<file path="src/rtl/hs_ram_bridge_if.sv">
// hs_ram_bridge_if: signal bundle for the controller, CPU and work-RAM sides of hs_ram_bridge
interface hs_ram_bridge_if #(parameter int AW = 11, parameter int DW = 8);
    logic          hs_access, hs_write, hs_ready, hs_data_valid;
    logic [AW-1:0] hs_address, cpu_addr, ram_addr;
    logic [DW-1:0] hs_data_in, hs_data_out, cpu_din, cpu_dout, ram_din, ram_dout;
    logic          cpu_cs, cpu_we, cpu_hold, cpu_idle, ram_we, timeout_flag;
    modport master (
        output hs_access, hs_address, hs_data_in, hs_write, cpu_addr, cpu_din, cpu_cs, cpu_we, cpu_idle, ram_dout,
        input  hs_ready, hs_data_out, hs_data_valid, cpu_dout, cpu_hold, ram_addr, ram_din, ram_we, timeout_flag
    );
    modport slave (
        input  hs_access, hs_address, hs_data_in, hs_write, cpu_addr, cpu_din, cpu_cs, cpu_we, cpu_idle, ram_dout,
        output hs_ready, hs_data_out, hs_data_valid, cpu_dout, cpu_hold, ram_addr, ram_din, ram_we, timeout_flag
    );
endinterface

</file>
<file path="src/rtl/hs_ram_bridge.sv">
// hs_ram_bridge: arbitrates the single-port work RAM between the game CPU and the high-score controller
module hs_ram_bridge #(
    parameter int AW      = 11,
    parameter int DW      = 8,
    parameter int SETTLE  = 2,
    parameter int TIMEOUT = 1023
) (
    input logic            clk_sys,
    input logic            reset_n,
    hs_ram_bridge_if.slave bus
);
    typedef enum logic [1:0] {CPU, REQ, GRANT, RELEASE} state_t;
    state_t        state, state_nx;
    logic [3:0]    idle_cnt, idle_nx;
    logic [9:0]    to_cnt, to_nx;
    logic [AW-1:0] addr_nx;
    logic [DW-1:0] din_nx, cpu_dout_q;
    logic          we_nx, force_grant, cpu_path, rd_p0, rd_p1;
    always_comb begin
        state_nx    = state;
        idle_nx     = 4'd0;
        to_nx       = 10'd0;
        force_grant = 1'b0;
        case (state)
            CPU:   state_nx = bus.hs_access ? REQ : CPU;
            REQ: begin
                idle_nx = bus.cpu_idle ? idle_cnt + 4'd1 : 4'd0;
                to_nx   = to_cnt + 10'd1;
                if (!bus.hs_access) begin
                    state_nx = CPU;
                    idle_nx  = 4'd0;
                    to_nx    = 10'd0;
                end else if (idle_nx == 4'(SETTLE)) begin
                    state_nx = GRANT;
                end else if (to_nx == 10'(TIMEOUT)) begin
                    state_nx    = GRANT;
                    force_grant = 1'b1;
                end
            end
            GRANT: state_nx = bus.hs_access ? GRANT : RELEASE;
            default: state_nx = CPU;
        endcase
        cpu_path = state == CPU || state == REQ;
        addr_nx  = state == GRANT ? bus.hs_address : bus.cpu_addr;
        din_nx   = state == GRANT ? bus.hs_data_in : bus.cpu_din;
        we_nx    = state == GRANT ? bus.hs_write : cpu_path & bus.cpu_cs & bus.cpu_we;
    end
    assign bus.hs_ready = state == GRANT;
    assign bus.cpu_hold = state != CPU;
    assign bus.cpu_dout = cpu_path ? bus.ram_dout : cpu_dout_q;
    // read pipeline: address register, RAM latency, then output register
    always_ff @(posedge clk_sys or negedge reset_n) begin
        if (!reset_n) begin
            state             <= CPU;
            idle_cnt          <= 4'd0;
            to_cnt            <= 10'd0;
            bus.timeout_flag  <= 1'b0;
            bus.ram_addr      <= '0;
            bus.ram_din       <= '0;
            bus.ram_we        <= 1'b0;
            rd_p0             <= 1'b0;
            rd_p1             <= 1'b0;
            bus.hs_data_valid <= 1'b0;
            bus.hs_data_out   <= '0;
            cpu_dout_q        <= '0;
        end else begin
            state    <= state_nx;
            idle_cnt <= idle_nx;
            to_cnt   <= to_nx;
            if (force_grant) bus.timeout_flag <= 1'b1;
            bus.ram_we <= we_nx;
            if (state != RELEASE) begin
                bus.ram_addr <= addr_nx;
                bus.ram_din  <= din_nx;
            end
            rd_p0             <= state == GRANT && !bus.hs_write;
            rd_p1             <= rd_p0;
            bus.hs_data_valid <= rd_p1;
            if (rd_p1) bus.hs_data_out <= bus.ram_dout;
            if (cpu_path) cpu_dout_q <= bus.ram_dout;
        end
    end
endmodule

</file>
<file path="src/flat_wrapper.sv">
// flat-port wrapper written by rule: the top's interface ports become plain ports
module hs_ram_bridge_flat 
#(
    parameter int AW      = 11,
    parameter int DW      = 8,
    parameter int SETTLE  = 2,
    parameter int TIMEOUT = 1023
)
  (clk_sys, reset_n, bus_hs_access, bus_hs_address, bus_hs_data_in, bus_hs_write, bus_cpu_addr, bus_cpu_din, bus_cpu_cs, bus_cpu_we, bus_cpu_idle, bus_ram_dout, bus_hs_ready, bus_hs_data_out, bus_hs_data_valid, bus_cpu_dout, bus_cpu_hold, bus_ram_addr, bus_ram_din, bus_ram_we, bus_timeout_flag);
  hs_ram_bridge_if #(.AW(AW), .DW(DW)) bus_i ();
  input logic clk_sys;
  input logic reset_n;
  input wire logic [$bits(bus_i.hs_access)-1:0] bus_hs_access;
  input wire logic [$bits(bus_i.hs_address)-1:0] bus_hs_address;
  input wire logic [$bits(bus_i.hs_data_in)-1:0] bus_hs_data_in;
  input wire logic [$bits(bus_i.hs_write)-1:0] bus_hs_write;
  input wire logic [$bits(bus_i.cpu_addr)-1:0] bus_cpu_addr;
  input wire logic [$bits(bus_i.cpu_din)-1:0] bus_cpu_din;
  input wire logic [$bits(bus_i.cpu_cs)-1:0] bus_cpu_cs;
  input wire logic [$bits(bus_i.cpu_we)-1:0] bus_cpu_we;
  input wire logic [$bits(bus_i.cpu_idle)-1:0] bus_cpu_idle;
  input wire logic [$bits(bus_i.ram_dout)-1:0] bus_ram_dout;
  output wire logic [$bits(bus_i.hs_ready)-1:0] bus_hs_ready;
  output wire logic [$bits(bus_i.hs_data_out)-1:0] bus_hs_data_out;
  output wire logic [$bits(bus_i.hs_data_valid)-1:0] bus_hs_data_valid;
  output wire logic [$bits(bus_i.cpu_dout)-1:0] bus_cpu_dout;
  output wire logic [$bits(bus_i.cpu_hold)-1:0] bus_cpu_hold;
  output wire logic [$bits(bus_i.ram_addr)-1:0] bus_ram_addr;
  output wire logic [$bits(bus_i.ram_din)-1:0] bus_ram_din;
  output wire logic [$bits(bus_i.ram_we)-1:0] bus_ram_we;
  output wire logic [$bits(bus_i.timeout_flag)-1:0] bus_timeout_flag;
  assign bus_i.hs_access = bus_hs_access;
  assign bus_i.hs_address = bus_hs_address;
  assign bus_i.hs_data_in = bus_hs_data_in;
  assign bus_i.hs_write = bus_hs_write;
  assign bus_i.cpu_addr = bus_cpu_addr;
  assign bus_i.cpu_din = bus_cpu_din;
  assign bus_i.cpu_cs = bus_cpu_cs;
  assign bus_i.cpu_we = bus_cpu_we;
  assign bus_i.cpu_idle = bus_cpu_idle;
  assign bus_i.ram_dout = bus_ram_dout;
  assign bus_hs_ready = bus_i.hs_ready;
  assign bus_hs_data_out = bus_i.hs_data_out;
  assign bus_hs_data_valid = bus_i.hs_data_valid;
  assign bus_cpu_dout = bus_i.cpu_dout;
  assign bus_cpu_hold = bus_i.cpu_hold;
  assign bus_ram_addr = bus_i.ram_addr;
  assign bus_ram_din = bus_i.ram_din;
  assign bus_ram_we = bus_i.ram_we;
  assign bus_timeout_flag = bus_i.timeout_flag;
  hs_ram_bridge #(.AW(AW), .DW(DW), .SETTLE(SETTLE), .TIMEOUT(TIMEOUT)) u_core (.clk_sys(clk_sys), .reset_n(reset_n), .bus(bus_i));
endmodule
</file>
<file path="config.mk">
export PLATFORM = sky130hd
export DESIGN_NAME = hs_ram_bridge_flat
export DESIGN_NICKNAME = d
export VERILOG_FILES = /design/src/rtl/hs_ram_bridge_if.sv /design/src/rtl/hs_ram_bridge.sv /design/src/flat_wrapper.sv
export SDC_FILE = /design/constraint.sdc
export NUM_CORES = 1
export LEC_CHECK = 0
export ABC_AREA = 1
export CORE_MARGIN = 5
export CORE_UTILIZATION = 43
export CTS_BUF_LIST = sky130_fd_sc_hd__clkbuf_4 sky130_fd_sc_hd__clkbuf_8 sky130_fd_sc_hd__clkbuf_16
export DETAILED_ROUTE_END_ITERATION = 10
export PLACE_DENSITY = 0.76
export SLEW_MARGIN = 30
export SYNTH_ARGS = -nofsm -noshare
export SYNTH_HDL_FRONTEND = slang
export SYNTH_SLANG_ARGS = --single-unit
</file>
<file path="constraint.sdc">
create_clock -name clk_sys -period 1.75 [get_ports clk_sys]
set_clock_uncertainty 0.15 [all_clocks]
set_input_delay 0.175 -clock clk_sys [delete_from_list [all_inputs] [get_ports clk_sys]]
set_output_delay 0.175 -clock clk_sys [all_outputs]
set_load 0.005 [all_outputs]
</file>
==> impl_metrics.json, run 1 <==
{
  "cts.sinks": 56,
  "n_antenna_cell": 0,
  "place_area_um2": 3440,
  "cts_tree": "built",
  "setup_viol": 0,
  "drv_cap": 0,
  "drc_errors": 0,
  "grt_first_pass_wirelength_um": 9830,
  "post_route_setup_slack_ns": 0.0972,
  "post_detailed_placement_half_perimeter_wirelength_um": 4420,
  "io-pin-count": 93,
  "dpl.cell_count": 438,
  "wire_length_reported_by_the_detailed_router_um": 5930,
  "max-slew-margin-rel": 0.739,
  "min_period_ns": 1.65,
  "routed_via_density": 4.76,
  "crit_path_end_kind": "primary output",
  "initial_core_util": 0.439,
  "routabilityCongestion": 0.834,
  "area_growth_pct": 48.8,
  "htree_num_levels": 2,
  "synth_sequential_area_ratio": 0.583,
  "floorplan.die.height_um": 84.7,
  "syn-num-nets": 331,
  "postLayoutCoreUtil": 0.653,
  "grt_max_degree": 57,
  "rows": 27,
  "average_cell_area_after_synthesis_um2": 8.74,
  "share_of_cells_above_drive_strength_1": 0.127,
  "cp.arrival_ns": 1.33,
  "insertion_delay_ns": 0.31,
  "numCtsBuffers": 5,
  "path_class": "reg2out",
  "power.static_leakage_nw": 1.65,
  "routedWlPerCell_um": 13.2,
  "status": "finished clean",
  "critical_path.startpoint_type": "register",
  "hold_violations": 0,
  "irDropWorstVdd_v": 0.000701,
  "groute.usage.overall": 0.169,
  "detailroute.via_count": 2143,
  "finalNetCount": 433,
  "cts_buffer_depth": 2,
  "number_of_buffers_inserted_by_port_buffering": 92,
  "ys_ff_latch": 56,
  "cts.reportedPaths.clkPinSlew_ns": 0.10,
  "final_design_area_no_fill_um2": 3570,
  "yosysUniqueCellTypes": 20,
  "root_buffer": "sky130_fd_sc_hd__clkbuf_8",
  "route.antenna.remaining_nets": 0,
  "timing.final.max_slew_violations": 0,
  "syn_area_um2": 2400,
  "detail_route.first_pass.iterations": 4,
  "share_of_the_clock_period_used_by_the_worst_path_after_layout": 0.944,
  "fmax_mhz": 605,
  "unrepaired_setup_endpoints_after_global_routing": "yes",
  "dieArea_um2": 7180,
  "grt_antenna_before_repair": 0,
  "floorplan.die.width_um": 84.7,
  "pre_cts_ws_ns": 0.0604,
  "dr.first_iter.drc_count": 72,
  "layout.cells.non_filler": 450,
  "worstPathMaxFanout": 4,
  "pwr_density_cell_nw_per_um2": 1210,
  "overflow": 0,
  "postSynthCellCount": 275,
  "total_power_mw": 4.32,
  "worst_pin_slew_ns": 0.391,
  "synth.yosys.warnings": 0,
  "fp.coreArea_um2": 5470,
  "first_global_vias": 2168,
  "worst-endpoint-required_ns": 1.42,
  "timing.hold.worst.class": "reg2reg"
}
-- cells by family (layout without fill, tap and decap cells) --
logic type               count (synthesis)  in the layout  share of synthesized area
AND/OR/NAND/NOR                        172            172                      0.293
flip-flops                              56             56                      0.583
buffers and inverters                   23            126                     0.0385
AO/OA/AOI/OAI                           12             12                     0.0281
multiplexers                             8              8                     0.0375
adder cells (fa/ha/maj)                  3              3                     0.0156
XOR/XNOR                                 1              1                    0.00365
-- through the flow --
| step | TNS, ns | hold WS, ns |
|---|---|---|
| detailed placement | 0 | 0.0488 |
| floorplan | 0 | -0.271 |
| global route | -0.0631 | 0.227 |
| finish | 0 | 0.214 |
| global placement | 0 | 0.0487 |
| CTS | 0 | 0.218 |
-- what timing repair did --
action,CTS,global route
setup endpoints to repair,10,11
setup buffers,2,1
pin swaps,0,2
hold buffers,1,0
resized for setup,11,25
endpoints found under the hold margin,56,0
-- critical path, cell delays in order (launching register included) --
cell and delay (ns):
sky130_fd_sc_hd__dfrtp_1 0.41, sky130_fd_sc_hd__clkinvlp_4 0.15, sky130_fd_sc_hd__buf_6 0.15, sky130_fd_sc_hd__nand2_1 0.04, sky130_fd_sc_hd__nand2_1 0.06, sky130_fd_sc_hd__clkdlybuf4s15_1 0.20
-- layout make-up --
class | instances | area, um2
clock buffer | 6 | 82.6
multi-input combinational | 196 | 935
fill | 478 | 1900
clock inverter | 2 | 10.0
sequential | 56 | 1400
inverter | 14 | 56.3
tap | 72 | 90.1
timing repair buffer | 104 | 1000
-- layout by cell type (no fill, tap or decap), types with 5 or more instances in the layout --
cell type                         count
sky130_fd_sc_hd__nand2_1            110
sky130_fd_sc_hd__clkbuf_8             6
sky130_fd_sc_hd__clkbuf_2             7
sky130_fd_sc_hd__mux2_2               8
sky130_fd_sc_hd__a21oi_1              7
sky130_fd_sc_hd__nor2_1              22
sky130_fd_sc_hd__inv_1               12
sky130_fd_sc_hd__nand3_1             24
sky130_fd_sc_hd__buf_4                8
sky130_fd_sc_hd__clkdlybuf4s50_1     81
sky130_fd_sc_hd__nor2_2               5
sky130_fd_sc_hd__dfrtp_1             56
-- registers in the layout, summed over array words and instances, names as in the netlist --
name / cells
u_core.bus.ram_addr: 11
u_core.cpu_dout_q: 8
u_core.bus.timeout_flag: 1
u_core.idle_cnt: 4
u_core.bus.hs_data_out: 8
u_core.rd_p0: 1
u_core.bus.ram_din: 8
u_core.rd_p1: 1
u_core.bus.ram_we: 1
u_core.state: 2
u_core.to_cnt: 10
u_core.bus.hs_data_valid: 1
-- final timing paths --
path,from,end,slack [ns],cells after the start
min reg2reg,u_core.rd_p0,u_core.rd_p1,0.21,0
min in group asynchronous,reset_n,u_core.to_cnt[4],0.22,3
max reg2reg,u_core.to_cnt[0],u_core.state[1],0.13,9
max,u_core.state[1],bus_cpu_dout[0],0.1,5
min,u_core.rd_p0,u_core.rd_p1,0.21,0
max in group asynchronous,reset_n,u_core.bus.ram_addr[9],0.96,3
-- routing by layer --
| metal | vias up | GRT usage | routed length [um] |
|---|---|---|---|
| met2 | 62 | 0.268 | 2770 |
| met1 | 997 | 0.212 | 2520 |
| met4 | 0 | 0.0633 | 139 |
| met3 | 12 | 0.0618 | 500 |
| met5 | - | 0 | 0 |
| li1 | 1072 | - | - |
-- power by group --
part	switching (mW)	total, mW	internal [mW]
clock	0.401	0.718	0.317
combinational	0.734	1.72	0.986
sequential	0.211	1.88	1.67
total	1.35	4.32	2.97
-- synthesized netlist by cell type --
library cell               number  share of area
sky130_fd_sc_hd__nand2_1      112           0.17
sky130_fd_sc_hd__dfrtp_1       56           0.58
sky130_fd_sc_hd__nor2_1        26          0.041
sky130_fd_sc_hd__nand3_1       24          0.050
sky130_fd_sc_hd__inv_1         13          0.020
sky130_fd_sc_hd__mux2_2         8          0.038
sky130_fd_sc_hd__a21oi_1        7          0.015
sky130_fd_sc_hd__buf_2          5          0.010
sky130_fd_sc_hd__clkbuf_1       4         0.0062
sky130_fd_sc_hd__ha_1           3          0.016
sky130_fd_sc_hd__nand3b_1       3         0.0094
sky130_fd_sc_hd__nor3_1         3         0.0062
sky130_fd_sc_hd__o21ai_0        3         0.0062
sky130_fd_sc_hd__nand2_2        2         0.0052
sky130_fd_sc_hd__a32o_1         1         0.0042
sky130_fd_sc_hd__clkinv_1       1         0.0016
sky130_fd_sc_hd__nor2_2         1         0.0026
sky130_fd_sc_hd__nor3_2         1         0.0042
sky130_fd_sc_hd__o21bai_1       1         0.0031
sky130_fd_sc_hd__xor2_1         1         0.0036
Power figures use the tool's default switching activity.
==> inputs of run 2 (changes only) <==
Settings changed: ABC_AREA 1 to 0, CORE_UTILIZATION 43 to 44.
==> run 2 against run 1 <==
Compared with the run above:
- fmax decreased by 5.3%
- via count shrank 7.0%
- critical endpoint is now bus_cpu_dout[2]
- critical path depth decreased by 2
- utilization grew 2.8 points
- synthesized cell count shrank 20%
- highest routed layer unchanged
- design area up 5.5%
==> impl_metrics.json, run 2 <==
{
  "synth_most_common_cell": "sky130_fd_sc_hd__dfrtp_1",
  "synth_edf_count": 0,
  "comb_pwr_share": 0.414,
  "reg.largest.list": "u_core.bus.ram_addr (11), u_core.to_cnt (10)",
  "overflow": 0,
  "max-slew-margin-rel": 0.751,
  "unrepaired_setup_endpoints_after_global_routing": "yes",
  "power.share.switching": 0.297,
  "clkPwrFrac": 0.188,
  "first_global_vias": 1942,
  "area_occupied_by_multi_input_gates_um2": 1100,
  "syn_area_um2": 2520,
  "syn-num-nets": 276,
  "routedWlPerCell_um": 15.0,
  "p_switching_mw": 1.37,
  "groute.usage.overall": 0.157,
  "cts.reportedPaths.clkPinSlew_ns": 0.10,
  "power.sequential.fraction": 0.398,
  "post_route_setup_slack_ns": 0.00503,
  "irDropWorstVdd_v": 0.000685,
  "synth_top_cell_by_area": "sky130_fd_sc_hd__dfrtp_1",
  "grt_first_pass_wirelength_um": 9290,
  "layout.cells.most_common": "sky130_fd_sc_hd__clkdlybuf4s50_1",
  "synth.area.top_cells": "sky130_fd_sc_hd__dfrtp_1, sky130_fd_sc_hd__mux2i_1, sky130_fd_sc_hd__mux2_2",
  "layout_common_cells": "sky130_fd_sc_hd__clkdlybuf4s50_1, sky130_fd_sc_hd__dfrtp_1, sky130_fd_sc_hd__nor2_1",
  "hold_violations": 0,
  "routed_via_density": 5.03,
  "n_antenna_cell": 0,
  "final.setup.tns_ns": 0,
  "detail_route.first_pass.iterations": 4,
  "finalNetCount": 379,
  "postLayoutCoreUtil": 0.681,
  "floorplan.die.height_um": 85.8,
  "route.antenna.remaining_nets": 0,
  "post_detailed_placement_half_perimeter_wirelength_um": 4280,
  "postSynthCellCount": 220,
  "routabilityCongestion": 0.788,
  "cts_tree": "built",
  "synth_top_cell_area_share": 0.555,
  "drc_errors": 0,
  "numCtsBuffers": 5,
  "timing.final.max_slew_violations": 0,
  "dr.first_iter.drc_count": 53,
  "fill_cells": 440,
  "min_hold_slack_ns": 0.226,
  "grt_antenna_before_repair": 0,
  "average_cell_area_after_synthesis_um2": 11.5,
  "grt_max_degree": 57,
  "drv_cap": 0,
  "setup_viol": 0,
  "synth.yosys.warnings": 0,
  "synth-async-reset-ratio": 1.00,
  "top_register": "u_core.bus.ram_addr",
  "number_of_buffers_inserted_by_port_buffering": 92,
  "fp.coreArea_um2": 5540,
  "status": "finished clean",
  "worst-endpoint-required_ns": 1.42,
  "timing.hold.worst.class": "in2async",
  "worstPathMaxFanout": 6,
  "yosysUniqueCellTypes": 42,
  "ys_ff_latch": 56,
  "root_buffer": "sky130_fd_sc_hd__clkbuf_8",
  "io-pin-count": 93,
  "crit_path_end_kind": "primary output",
  "path_class": "reg2out",
  "detailroute.via_count": 1993,
  "wire_length_reported_by_the_detailed_router_um": 5950,
  "share_of_the_clock_period_used_by_the_worst_path_after_layout": 0.997,
  "largest_register_ff_count": 11,
  "post_synth_most_frequent_cells": "sky130_fd_sc_hd__dfrtp_1, sky130_fd_sc_hd__nor2_1, sky130_fd_sc_hd__a21oi_1",
  "floorplan.die.width_um": 85.8,
  "insertion_delay_ns": 0.30,
  "share_of_cells_above_drive_strength_1": 0.170,
  "htree_num_levels": 2,
  "power.static_leakage_nw": 1.62,
  "sequential_standard_cell_area_um2": 1400,
  "critical_path.startpoint_type": "register",
  "cellInternalPower_mw": 3.24,
  "cp.arrival_ns": 1.42,
  "rows": 27,
  "worst_pin_slew_ns": 0.373,
  "area_growth_pct": 49.4,
  "pwr_density_cell_nw_per_um2": 1220,
  "min_period_ns": 1.74,
  "fmax_mhz": 573,
  "pre_cts_ws_ns": 0.0722,
  "cts_buffer_depth": 2,
  "cts.sinks": 56,
  "dieArea_um2": 7350,
  "synth_sequential_area_ratio": 0.555,
  "ys.flop_type": "sky130_fd_sc_hd__dfrtp_1",
  "initial_core_util": 0.456
}
run 2: changes by cell type after synthesis, sizes merged, moves of 5 or more:
| cell | change |
|---|---|
| mux2i | +19 |
| mux2 | +8 |
| inv | -9 |
| a21oi | +16 |
| nand3 | -18 |
| xor2 | +5 |
| nand2 | -105 |
run 2: stage by stage:
step	total power [mW]	cells	cell area [um2]
after floorplan	2.70	220	2520
after global placement	3.72	384	3580
after detailed placement	3.76	384	3580
after CTS	4.64	396	3730
after global routing	4.89	396	3770
final	4.61	396	3770
run 2: cell type report:
cell class,count,share of cell area
flip-flops and latches,56,0.372
inverters,4,0.00398
well taps,72,0.0239
clock buffers,5,0.0182
clock inverters,3,0.0123
multi-input cells,149,0.293
repair buffers,107,0.277
run 2: kinds of logic after synthesis:
| kind of cell | Yosys count | share of synthesized area |
|---|---|---|
| XOR/XNOR | 8 | 0.0278 |
| multiplexers | 35 | 0.147 |
| flip-flops | 56 | 0.555 |
| adder cells (fa/ha/maj) | 3 | 0.0149 |
| buffers and inverters | 15 | 0.0243 |
| AO/OA/AOI/OAI | 37 | 0.0922 |
| AND/OR/NAND/NOR | 66 | 0.139 |
run 2: worst paths after layout:
check	startpoint	to	slack [ns]	cells past startpoint
setup / recovery	u_core.state[1]	bus_cpu_dout[2]	0.005	3
hold / removal	reset_n	u_core.bus.hs_data_out[2]	0.23	3
setup reg to reg	u_core.to_cnt[0]	u_core.state[0]	0.04	5
hold reg to reg	u_core.rd_p0	u_core.rd_p1	0.23	0
max in group asynchronous	reset_n	u_core.bus.ram_addr[3]	0.95	3
min in group clk_sys	u_core.rd_p0	u_core.rd_p1	0.23	0
run 2: power by group through the flow:
stage | combinational (mW) | sequential (mW) | clock (mW)
after global placement | 1.85 | 1.87 | 0
final | 1.91 | 1.83 | 0.865
after global routing | 2.07 | 1.88 | 0.941
after detailed placement | 1.87 | 1.89 | 0
after floorplan | 0.847 | 1.85 | 0
after CTS | 1.92 | 1.83 | 0.888
run 2: repair_timing:
| action | CTS | global route |
|---|---|---|
| hold buffers | 1 | 0 |
| hold endpoints to repair | 56 | 0 |
| buffers inserted | 3 | 0 |
| gates resized for setup | 17 | 12 |
| pin swaps | 0 | 4 |
| setup endpoints to repair | 10 | 9 |
run 2: worst max-delay path: stages, from the launching register on:
cell and delay [ns]:
sky130_fd_sc_hd__dfrtp_2 0.39, sky130_fd_sc_hd__buf_6 0.12, sky130_fd_sc_hd__mux2_2 0.34, sky130_fd_sc_hd__dlygate4sd2_1 0.26
run 2: metal layers:
metal	GRT usage	up-vias	routed length (um)
met5	0	-	0
met4	0.0345	0	60
met3	0.0413	6	381
met2	0.273	58	2980
met1	0.198	957	2530
li1	-	972	-
